### src/rtl/seg_pkg.sv
`default_nettype none
// ============================================================================
// Module      : seg_pkg
// Description : Constants shared by the stopwatch display driver and the
//               segment-scan readback monitor: bus widths, the ten active-low
//               7-segment digit patterns ({g,f,e,d,c,b,a} = [6:0]), the blank
//               pattern and the special decoded codes for blank / bad digits.
// Revision    : 1.0 - initial release
// ============================================================================
package seg_pkg;

    localparam int AN_W   = 4;   // anode enables, one per digit
    localparam int SEG_W  = 7;   // cathodes a..g
    localparam int DIG_W  = 4;   // BCD digit width

    // Active-low cathode patterns, bit order {g,f,e,d,c,b,a}
    localparam logic [SEG_W-1:0] SEG_0     = 7'b1000000;
    localparam logic [SEG_W-1:0] SEG_1     = 7'b1111001;
    localparam logic [SEG_W-1:0] SEG_2     = 7'b0100100;
    localparam logic [SEG_W-1:0] SEG_3     = 7'b0110000;
    localparam logic [SEG_W-1:0] SEG_4     = 7'b0011001;
    localparam logic [SEG_W-1:0] SEG_5     = 7'b0010010;
    localparam logic [SEG_W-1:0] SEG_6     = 7'b0000010;
    localparam logic [SEG_W-1:0] SEG_7     = 7'b1111000;
    localparam logic [SEG_W-1:0] SEG_8     = 7'b0000000;
    localparam logic [SEG_W-1:0] SEG_9     = 7'b0010000;
    localparam logic [SEG_W-1:0] SEG_BLANK = 7'h7F;

    // Decoded codes that fall outside the BCD range
    localparam logic [DIG_W-1:0] DIG_BLANK = 4'hF;
    localparam logic [DIG_W-1:0] DIG_BAD   = 4'hE;

endpackage
`default_nettype wire

### src/rtl/seg7_pattern_decode.sv
`default_nettype none
// ============================================================================
// Module      : seg7_pattern_decode
// Description : Combinational active-low 7-segment pattern to BCD decoder.
//               Ports:
//                 pattern  in  7  cathode pattern, active-low {g..a}
//                 value    out 4  BCD value, DIG_BLANK or DIG_BAD
//                 is_blank out 1  all cathodes off
//                 is_error out 1  pattern is neither a digit nor blank
// Revision    : 1.0 - initial release
// ============================================================================
module seg7_pattern_decode
    import seg_pkg::*;
(
    input  logic [SEG_W-1:0] pattern,
    output logic [DIG_W-1:0] value,
    output logic             is_blank,
    output logic             is_error
);

    always_comb begin
        value    = DIG_BAD;
        is_blank = 1'b0;
        is_error = 1'b0;
        case (pattern)
            SEG_0:     value = 4'd0;
            SEG_1:     value = 4'd1;
            SEG_2:     value = 4'd2;
            SEG_3:     value = 4'd3;
            SEG_4:     value = 4'd4;
            SEG_5:     value = 4'd5;
            SEG_6:     value = 4'd6;
            SEG_7:     value = 4'd7;
            SEG_8:     value = 4'd8;
            SEG_9:     value = 4'd9;
            SEG_BLANK: begin
                value    = DIG_BLANK;
                is_blank = 1'b1;
            end
            default:   is_error = 1'b1;
        endcase
    end

endmodule
`default_nettype wire

### src/rtl/seg_scan_decoder.sv
`default_nettype none
// ============================================================================
// Module      : seg_scan_decoder
// Description : Readback monitor for a multiplexed 7-segment bus. Debounces
//               each anode dwell, decodes the cathodes, assembles a 4-digit
//               frame and publishes it with a one-cycle strobe. A watchdog
//               flags a bus on which no digit has been accepted for a while.
//               Ports:
//                 clock_100mhz   in  1   system clock (rising edge)
//                 reset          in  1   asynchronous, active-high
//                 segment_num    in  4   anodes, active-low, bit i = digit i
//                 segment_values in  7   cathodes, active-low {g..a}
//                 digits         out 16  last complete frame, digit i at [4i+3:4i]
//                 blank_mask     out 4   digit i was blank in that frame
//                 frame_error    out 1   some digit in that frame was undecodable
//                 frame_valid    out 1   one-cycle strobe on frame update
//                 stalled        out 1   no accept for TIMEOUT_CYCLES cycles
// Revision    : 1.0 - initial release
// ============================================================================
module seg_scan_decoder
    import seg_pkg::*;
#(
    parameter int STABLE_CYCLES  = 4,
    parameter int TIMEOUT_CYCLES = 1_000_000
) (
    input  logic                  clock_100mhz,
    input  logic                  reset,
    input  logic [AN_W-1:0]       segment_num,
    input  logic [SEG_W-1:0]      segment_values,
    output logic [AN_W*DIG_W-1:0] digits,
    output logic [AN_W-1:0]       blank_mask,
    output logic                  frame_error,
    output logic                  frame_valid,
    output logic                  stalled
);

    localparam int                  c_stab_w    = $clog2(STABLE_CYCLES);
    localparam logic [c_stab_w-1:0] c_stab_last = c_stab_w'(STABLE_CYCLES - 2);
    localparam logic [c_stab_w-1:0] c_stab_one  = c_stab_w'(1);
    localparam int                  c_wd_w      = $clog2(TIMEOUT_CYCLES + 1);
    localparam logic [c_wd_w-1:0]   c_wd_max    = c_wd_w'(TIMEOUT_CYCLES);
    localparam logic [c_wd_w-1:0]   c_wd_pre    = c_wd_w'(TIMEOUT_CYCLES - 1);
    localparam logic [c_wd_w-1:0]   c_wd_one    = c_wd_w'(1);

    logic [AN_W-1:0]       r_samp_num;
    logic [SEG_W-1:0]      r_samp_val;
    logic [c_stab_w-1:0]   r_stab;
    logic                  r_dwell_done;
    logic [AN_W*DIG_W-1:0] r_shadow;
    logic [AN_W-1:0]       r_shadow_blank;
    logic [AN_W-1:0]       r_err;
    logic [AN_W-1:0]       r_seen;
    logic [c_wd_w-1:0]     r_wd;

    logic                  w_in_valid;
    logic                  w_in_same;
    logic                  w_accept;
    logic                  w_complete;
    logic [AN_W-1:0]       w_slot;
    logic [DIG_W-1:0]      w_dec_value;
    logic                  w_dec_blank;
    logic                  w_dec_error;
    logic [AN_W*DIG_W-1:0] w_next_shadow;
    logic [AN_W-1:0]       w_next_blank;
    logic [AN_W-1:0]       w_next_err;

    // The live bus is compared against the registered previous sample, so the
    // STABLE_CYCLES-th identical sample is recognised on the edge it arrives.
    assign w_in_valid = $onehot(~segment_num);
    assign w_in_same  = ({segment_num, segment_values} == {r_samp_num, r_samp_val});
    assign w_accept   = w_in_valid && w_in_same && !r_dwell_done && (r_stab == c_stab_last);

    // On an accept the live and registered samples are identical, so the
    // registered copy is decoded.
    assign w_slot     = ~r_samp_num;
    assign w_complete = w_accept && ((r_seen | w_slot) == {AN_W{1'b1}});

    seg7_pattern_decode u_decode (
        .pattern  (r_samp_val),
        .value    (w_dec_value),
        .is_blank (w_dec_blank),
        .is_error (w_dec_error)
    );

    // Shadow contents including the digit being accepted this cycle.
    always_comb begin
        w_next_shadow = r_shadow;
        w_next_blank  = r_shadow_blank;
        w_next_err    = r_err;
        for (int i = 0; i < AN_W; i++) begin
            if (w_accept && w_slot[i]) begin
                w_next_shadow[i*DIG_W +: DIG_W] = w_dec_value;
                w_next_blank[i]                 = w_dec_blank;
                w_next_err[i]                   = w_dec_error;
            end
        end
    end

    always_ff @(posedge clock_100mhz or posedge reset) begin
        if (reset) begin
            r_samp_num     <= {AN_W{1'b1}};
            r_samp_val     <= SEG_BLANK;
            r_stab         <= '0;
            r_dwell_done   <= 1'b0;
            r_shadow       <= '0;
            r_shadow_blank <= '0;
            r_err          <= '0;
            r_seen         <= '0;
            r_wd           <= '0;
            digits         <= '0;
            blank_mask     <= '0;
            frame_error    <= 1'b0;
            frame_valid    <= 1'b0;
            stalled        <= 1'b0;
        end else begin
            r_samp_num <= segment_num;
            r_samp_val <= segment_values;

            // Debounce: count identical valid samples, fire once per dwell.
            if (!w_in_valid || !w_in_same) begin
                r_stab       <= '0;
                r_dwell_done <= 1'b0;
            end else if (!r_dwell_done) begin
                r_stab       <= r_stab + c_stab_one;
                r_dwell_done <= (r_stab == c_stab_last);
            end

            frame_valid <= w_complete;
            if (w_accept) begin
                r_shadow       <= w_next_shadow;
                r_shadow_blank <= w_next_blank;
                if (w_complete) begin
                    digits      <= w_next_shadow;
                    blank_mask  <= w_next_blank;
                    frame_error <= |w_next_err;
                    r_seen      <= '0;
                    r_err       <= '0;
                end else begin
                    r_seen <= r_seen | w_slot;
                    r_err  <= w_next_err;
                end
            end

            // Watchdog saturates; stalled follows saturation until an accept.
            if (w_accept) begin
                r_wd    <= '0;
                stalled <= 1'b0;
            end else if (r_wd != c_wd_max) begin
                r_wd    <= r_wd + c_wd_one;
                stalled <= (r_wd == c_wd_pre);
            end else begin
                stalled <= 1'b1;
            end
        end
    end

endmodule
`default_nettype wire

### config.mk
export PLATFORM = sky130hd
export DESIGN_NAME = seg_scan_decoder
export DESIGN_NICKNAME = d
export VERILOG_FILES = /design/src/rtl/seg_pkg.sv /design/src/rtl/seg7_pattern_decode.sv /design/src/rtl/seg_scan_decoder.sv
export SDC_FILE = /design/constraint.sdc
export NUM_CORES = 1
export LEC_CHECK = 0
export CORE_UTILIZATION = 35
export DETAILED_ROUTE_END_ITERATION = 10
export PLACE_DENSITY = 0.59
export SYNTH_ARGS = -nofsm -noshare
export SYNTH_HDL_FRONTEND = slang
export SYNTH_SLANG_ARGS = --single-unit
### constraint.sdc
create_clock -name clock_100mhz -period 6.9 [get_ports clock_100mhz]
set_input_delay 1.035 -clock clock_100mhz [delete_from_list [all_inputs] [get_ports clock_100mhz]]
set_output_delay 1.035 -clock clock_100mhz [all_outputs]
set_load 0.01 [all_outputs]
; ---- Yosys cells after proc, flatten, opt, wreduce, memory -nomap -nowiden
; Cells that the tools add are included.
[word_totals]
reg_bits = 85
output_inout_bits = 23
wordCells = 81
[classes]
add_sub_neg = 5
n_eq_ne = 17
muxes = 25
bitwise_logic = 3
reduce_logical = 17
[ops]
columns = cell, n
row1 = 4-bit case mux with 11 select lines, 1
row2 = 20-bit 2-to-1 mux, 2
row3 = 7-bit == test (second input constant), 4
row4 = 4-bit 2-to-1 mux, 6
row5 = 7-bit by 5-bit == test with 1-bit output (second input constant), 3
row6 = 20-bit by 1-bit adder with 20-bit output (second input constant), 1
row7 = 20-bit == test (second input constant), 1
row8 = 20-bit inequality test (second input constant), 1
row9 = 7-bit by 6-bit == test with 1-bit output (second input constant), 2
row10 = 1-bit 2-to-1 mux, 14
row11 = 11-bit == test, 1
row12 = 11-bit OR reduction, 1
row13 = 1-bit logical AND, 8
row14 = 4-bit NOT, 2
row15 = 7-bit by 2-bit == test with 1-bit output (second input constant), 1
row16 = 7-bit zero test, 1
row17 = 1-bit by 1-bit adder with 2-bit output, 2
row18 = 4-bit == test (second input constant), 1
row19 = 2-bit 2-to-1 mux, 2
row20 = 4-bit bitwise OR, 1
row21 = 4-bit OR reduction, 1
row22 = 2-bit by 2-bit adder with 3-bit output, 1
row23 = 3-bit by 1-bit == test with 1-bit output (second input constant), 1
row24 = 1-bit zero test, 3
row25 = 6 further kinds, 6

; ---- Depth between registers and ports, before layout
[depth]
word_depth = 10
mapped_depth = 12
depth_no_buf = 10

; ---- Cells and area by module
; From an unflattened synthesis, not the netlist that was laid out.
[unflattened]
hier_cells = 376
area_unflattened_um2 = 4076.4
[modules_own_cells]
columns = module, n_inst, cells_each, area_per_inst_um2
row1 = seg_scan_decoder, 1, 343, 3863.7
row2 = seg7_pattern_decode, 1, 33, 212.7

; ---- Worst setup path before layout
; No wires, ideal clock.
[synth_timing]
kind = input to register
startpoint = input segment_num[0]
endpoint = register blank_mask[2]
arrival_time_ps = 3598
required_ps = 6775
setup_slack_ps = 3178
stages = 12
path_buffers = 2
cell_sequence = fa_1 inv_1 ha_1 ha_1 nor3b_1 nand4_1 nor4_2 buf_4 and2_1 buf_6 mux2_4 mux2_2
[synth_between]
elab_chain_cells = 9
elab_cells_between_ends = 12
[synth_rtl]
columns = item, line_no
row1 = "start, declared", seg_scan_decoder.sv:28  ; input logic [AN_W-1:0] segment_num,
row2 = 4-bit NOT, seg_scan_decoder.sv:69  ; assign w_in_valid = $onehot(~segment_num);
row3 = 1-bit by 1-bit adder with 2-bit output (implied by the code), seg_scan_decoder.sv:69
row4 = 2-bit by 2-bit adder with 3-bit output (implied by the code), seg_scan_decoder.sv:69
row5 = 3-bit by 1-bit == test with 1-bit output, seg_scan_decoder.sv:69
row6 = 1-bit logical AND (*) (3 in a row), seg_scan_decoder.sv:71  ; assign w_accept = w_in_valid && w_in_same && !r_dwell_done && (r_stab == c_stab_last);
row7 = "1-bit logical AND, on equally long branches", "seg_scan_decoder.sv:91, seg_scan_decoder.sv:76"
row8 = 1-bit 2-to-1 mux or 2-bit AND reduction (tied branches), -
row9 = "end signal, assigned", seg_scan_decoder.sv:134  ; blank_mask <= w_next_blank;
row10 = "end, declared", seg_scan_decoder.sv:31  ; output logic [AN_W-1:0] blank_mask,
; Mark *: on every way between the ends. The rest lies on a longest branch, timed or not.
; A chain may end at the register's enable or synchronous reset.

; ---- Final worst setup path
[layout_timing]
startpoint = input segment_num[0]
endpoint = register blank_mask[0]
; Same word-level chain as after synthesis.

==> summary.md <==
| Metric | Value |
|---|---|
| Result of the run | `finished clean` |
| Layout Cell Area excl Fill | `4740 sq um` |
| Slowest cell delay on critical path | `0.56 ns` |
| Number of global-route vias before repair | `2600` |
| Clock root cell | `clkbuf_16` |
| Clock tree from TritonCTS | `yes` |
| Distinct cell type count of the synthesized netlist | `53` |
| Maximum clock rate | `220 MHz` |
| Placeable Area | `11000 sq um` |
| Setup violation total in the final timing report | `0` |
| Clock-pin slew of the registers on the worst-case setup and hold paths | `0.07 ns` |
| Peak VDD IR | `0.127 mV` |
| Residual DRC | `0` |
| FILL cells | `1035` |
| Remaining Overflow, GRT | `0` |
| Post-synth top area share | `0.464` |
| PwrDens | `227 nW/um^2` |
| Share of final-layout standard cells stronger than drive strength 1 | `0.138` |
| Final nets | `420` |
| Number of synthesized flops with an enable pin | `0` |
| Total clock buffers created by CTS | `9` |
| Synth area leader | `dfrtp_1` |
| Hold Path End | `r_shadow[13]` |
| Final worst-path cycle share | `0.659` |
| Syn. warnings | `0` |
| Class of the worst hold path | `flip-flop to flip-flop` |
| Cts-stage hold buffer count | `0` |
| Number of synthesized register bits | `85` |
| Max-cap violations | `0` |
| Post_cts resized | `0` |
| Die width | `109 um` |
| Setup Fix Bufs, Post-CTS | `0` |
| Endpoint class of the critical path | `flip-flop` |
| Area growth from synthesis to layout | `18.7%` |
| Starting utilization of the core area | `0.364` |
| Number of levels the H-tree was split into | `3` |
| Hold path startpoint | `r_shadow[13]` |
| Row cnt | `38` |
| Io pins | `36` |
| Wire length of the first global-routing pass | `13.0 mm` |
| Internal reg-to-reg setup slack | `3.86 ns` |
| Largest buffer count on any clock path | `2` |
| Count of buffers inserted at the top-level ports | `35` |
| Startpoint of the worst-slack reg-to-reg timing path | `r_samp_num[0]` |
| Slew at the pin with the worst max-slew slack | `1.07 ns` |
| Setup total negative slack | `0 ns` |
| Sink Count | `85` |
| Synthesized Nets | `389` |
| Final-report max-slew violation count | `0` |
| Multi-input gate area | `1700 sq um` |
| Post-layout min period | `4.55 ns` |
| Sequential cell area | `2140 sq um` |
| Smallest hold slack | `0.481 ns` |
| Antenna violations before repair | `0` |
| Highest net fanout along the worst path | `31` |
| Overall fraction of global-route tracks in use | `0.143` |
| Post-Synthesis Cell Area | `3990 sq um` |
| Sequence of cells on the critical path | `clkdlybuf4s50_1, fa_1, inv_1, ha_1, ha_1, nor3b_1, nand4_1, nor4_4, buf_4, nor2b_1, mux2_2, mux2_2` |
| Total length of routed wires | `7.49 mm` |
| Worst-case reg-to-reg path depth | `7` |
| Post-synthesis sequential area ratio | `0.536` |
| Unrepaired setup endpoints after global routing | `false` |
| Worst reg2reg path endpoint | `blank_mask[0]` |
| Per-cell routed wire length | `13.7 um` |
| Required time at the endpoint of the critical path | `7.12 ns` |
| First-pass detailed-route iteration total | `4` |
| Largest cells by area after synthesis | `dfrtp_1 46%, dfstp_2 7.2%, nor2_1 4.8%, mux2_2 4.2%, nand2_1 3.3%` |
| Data arrival time at the worst-slack endpoint | `4.77 ns` |
| Instance count along the most critical hold path | `2` |
| Placed Area | `4440 sq um` |
| Die Span Y | `109 um` |
| Detailed-route vias per instance | `4.87` |
| Overall power | `1.08 mW` |
| Share of flip-flops with an asynchronous set or reset | `1.00` |
| Remaining antenna violation count | `0` |
| Vias | `2660` |
| Most used flip-flop cell after synthesis | `dfrtp_1` |
| CP max stage cell | `fa_1` |
| Antenna cells | `0` |
| Count of mapped cells out of synthesis | `370` |
| First DRT Iteration DRCs | `110` |
| Weighted congestion at the end of routability-driven global placement | `0.748` |
| Mean instance size in the synthesized netlist | `10.8 sq um` |
| Slew margin rel. | `0.284` |
| Worst Clk Skew | `0.00809 ns` |
| Critical path class | `primary input to flip-flop` |
| Clock latency on the worst-skew pair | `0.34 ns` |
| Reported leakage power | `2.13 nW` |
| Startpoint type of the worst setup path | `primary input` |
| HPWL after DPL | `5.23 mm` |
| Largest net degree at the start of global routing | `71` |
| Overall die area | `11800 sq um` |
| Final hold vios | `0` |
==> metal layers <==
layer	wire length, um	global-route usage
met1	3680	0.195
met2	3530	0.225
met3	198	0.0371
met4	74	0.0376
met5	0	0
==> worst max-delay path, delay by kind of cell <==
kind | cells | cell delay [ns]
simple gates | 4 | 1.18
mux | 2 | 0.67
fa+ha+maj | 3 | 1.01
buf+inv | 3 | 0.86
==> cells in the final DEF, fill, tap and decap left out, drive strengths merged, types with 6 or more instances in the layout <==
| cell type | Yosys | final |
|---|---|---|
| dfrtp | 74 | 74 |
| nor2 | 51 | 51 |
| nand2 | 35 | 35 |
| clkdlybuf4s50 | 0 | 35 |
| xnor2 | 17 | 17 |
| mux2 | 17 | 17 |
| inv | 14 | 17 |
| xor2 | 12 | 12 |
| o21ai | 11 | 11 |
| dfstp | 11 | 11 |
| clkbuf | 6 | 9 |
| nor3 | 8 | 8 |
| nand3 | 8 | 8 |
| nand4 | 8 | 8 |
| o31ai | 7 | 7 |
| mux2i | 7 | 7 |
| and3 | 7 | 7 |
| nor2b | 6 | 6 |
| and2 | 6 | 6 |
==> through the flow <==
stage,std cells,util,setup WS [ns]
floorplan,370,-,3.18
global route,546,0.432,2.14
global placement,530,0.404,2.11
finish,546,0.432,2.35
CTS,546,0.432,2.35
detailed placement,530,0.404,2.00
==> cell families after synthesis <==
kind of cell	count (synthesis)	synth area share
and+or+nand+nor	156	0.200
DFF	85	0.536
AOI/OAI and AO/OA	38	0.0683
buffers and inverters	32	0.0401
xor gates and xnor gates	29	0.0674
muxes	24	0.0674
adders and majority gates	6	0.0207
==> where the power goes <==
group          leakage, nW  internal [mW]  switching (mW)
sequential            1.14          0.516          0.0235
combinational        0.836         0.0279          0.0317
clock                0.149          0.257           0.220
total                 2.13          0.801           0.275
==> Yosys cell counts (2+ instances only) <==
cell type and n:
dfrtp_1 74, nor2_1 51, nand2_1 35, mux2_2 15
xnor2_1 15, inv_1 14, xor2_1 12, dfstp_2 11
o21ai_0 11, nand3_1 8, nor3_1 8, mux2i_1 7
nand4_1 7, o31ai_1 7, and2_1 6, and3_1 6
clkbuf_1 6, nor2b_1 6, a21oi_1 5, buf_2 5
ha_1 5, nand2b_1 5, and4_1 4, buf_6 4
o2bb2ai_1 4, nor3b_1 3, nor4b_1 3, or3_1 3
a22oi_1 2, mux2_4 2, nor4bb_1 2, o311ai_2 2
xnor2_2 2
==> area by class of cell <==
cell class / instances / area share
Sequential cell: 85 / 0.451
Multi-Input combinational cell: 253 / 0.359
Timing Repair Buffer: 37 / 0.0770
Clock buffer: 9 / 0.0475
Tap cell: 140 / 0.0369
Clock inverter: 7 / 0.0161
Inverter: 15 / 0.0121
==> registers in the layout (all words and copies together) (netlist names) <==
register	cells
frame_error	1
frame_valid	1
r_wd	20
r_dwell_done	1
r_err	4
r_stab	2
stalled	1
r_seen	4
r_shadow_blank	4
r_shadow	16
r_samp_num	4
blank_mask	4
digits	16
r_samp_val	7
==> worst max-delay path by stage <==
stage,startpoint,endpoint,slack (ns),cells past startpoint
after floorplan,segment_num[0],blank_mask[2],3.18,12
final,segment_num[0],blank_mask[0],2.35,12
after CTS,segment_num[0],blank_mask[0],2.35,12
after global placement,segment_num[0],blank_mask[0],2.11,12
after detailed placement,segment_num[0],digits[3],2.00,12
after global routing,segment_num[0],digits[15],2.14,12
No activity file was read; power rests on OpenSTA's default activity.
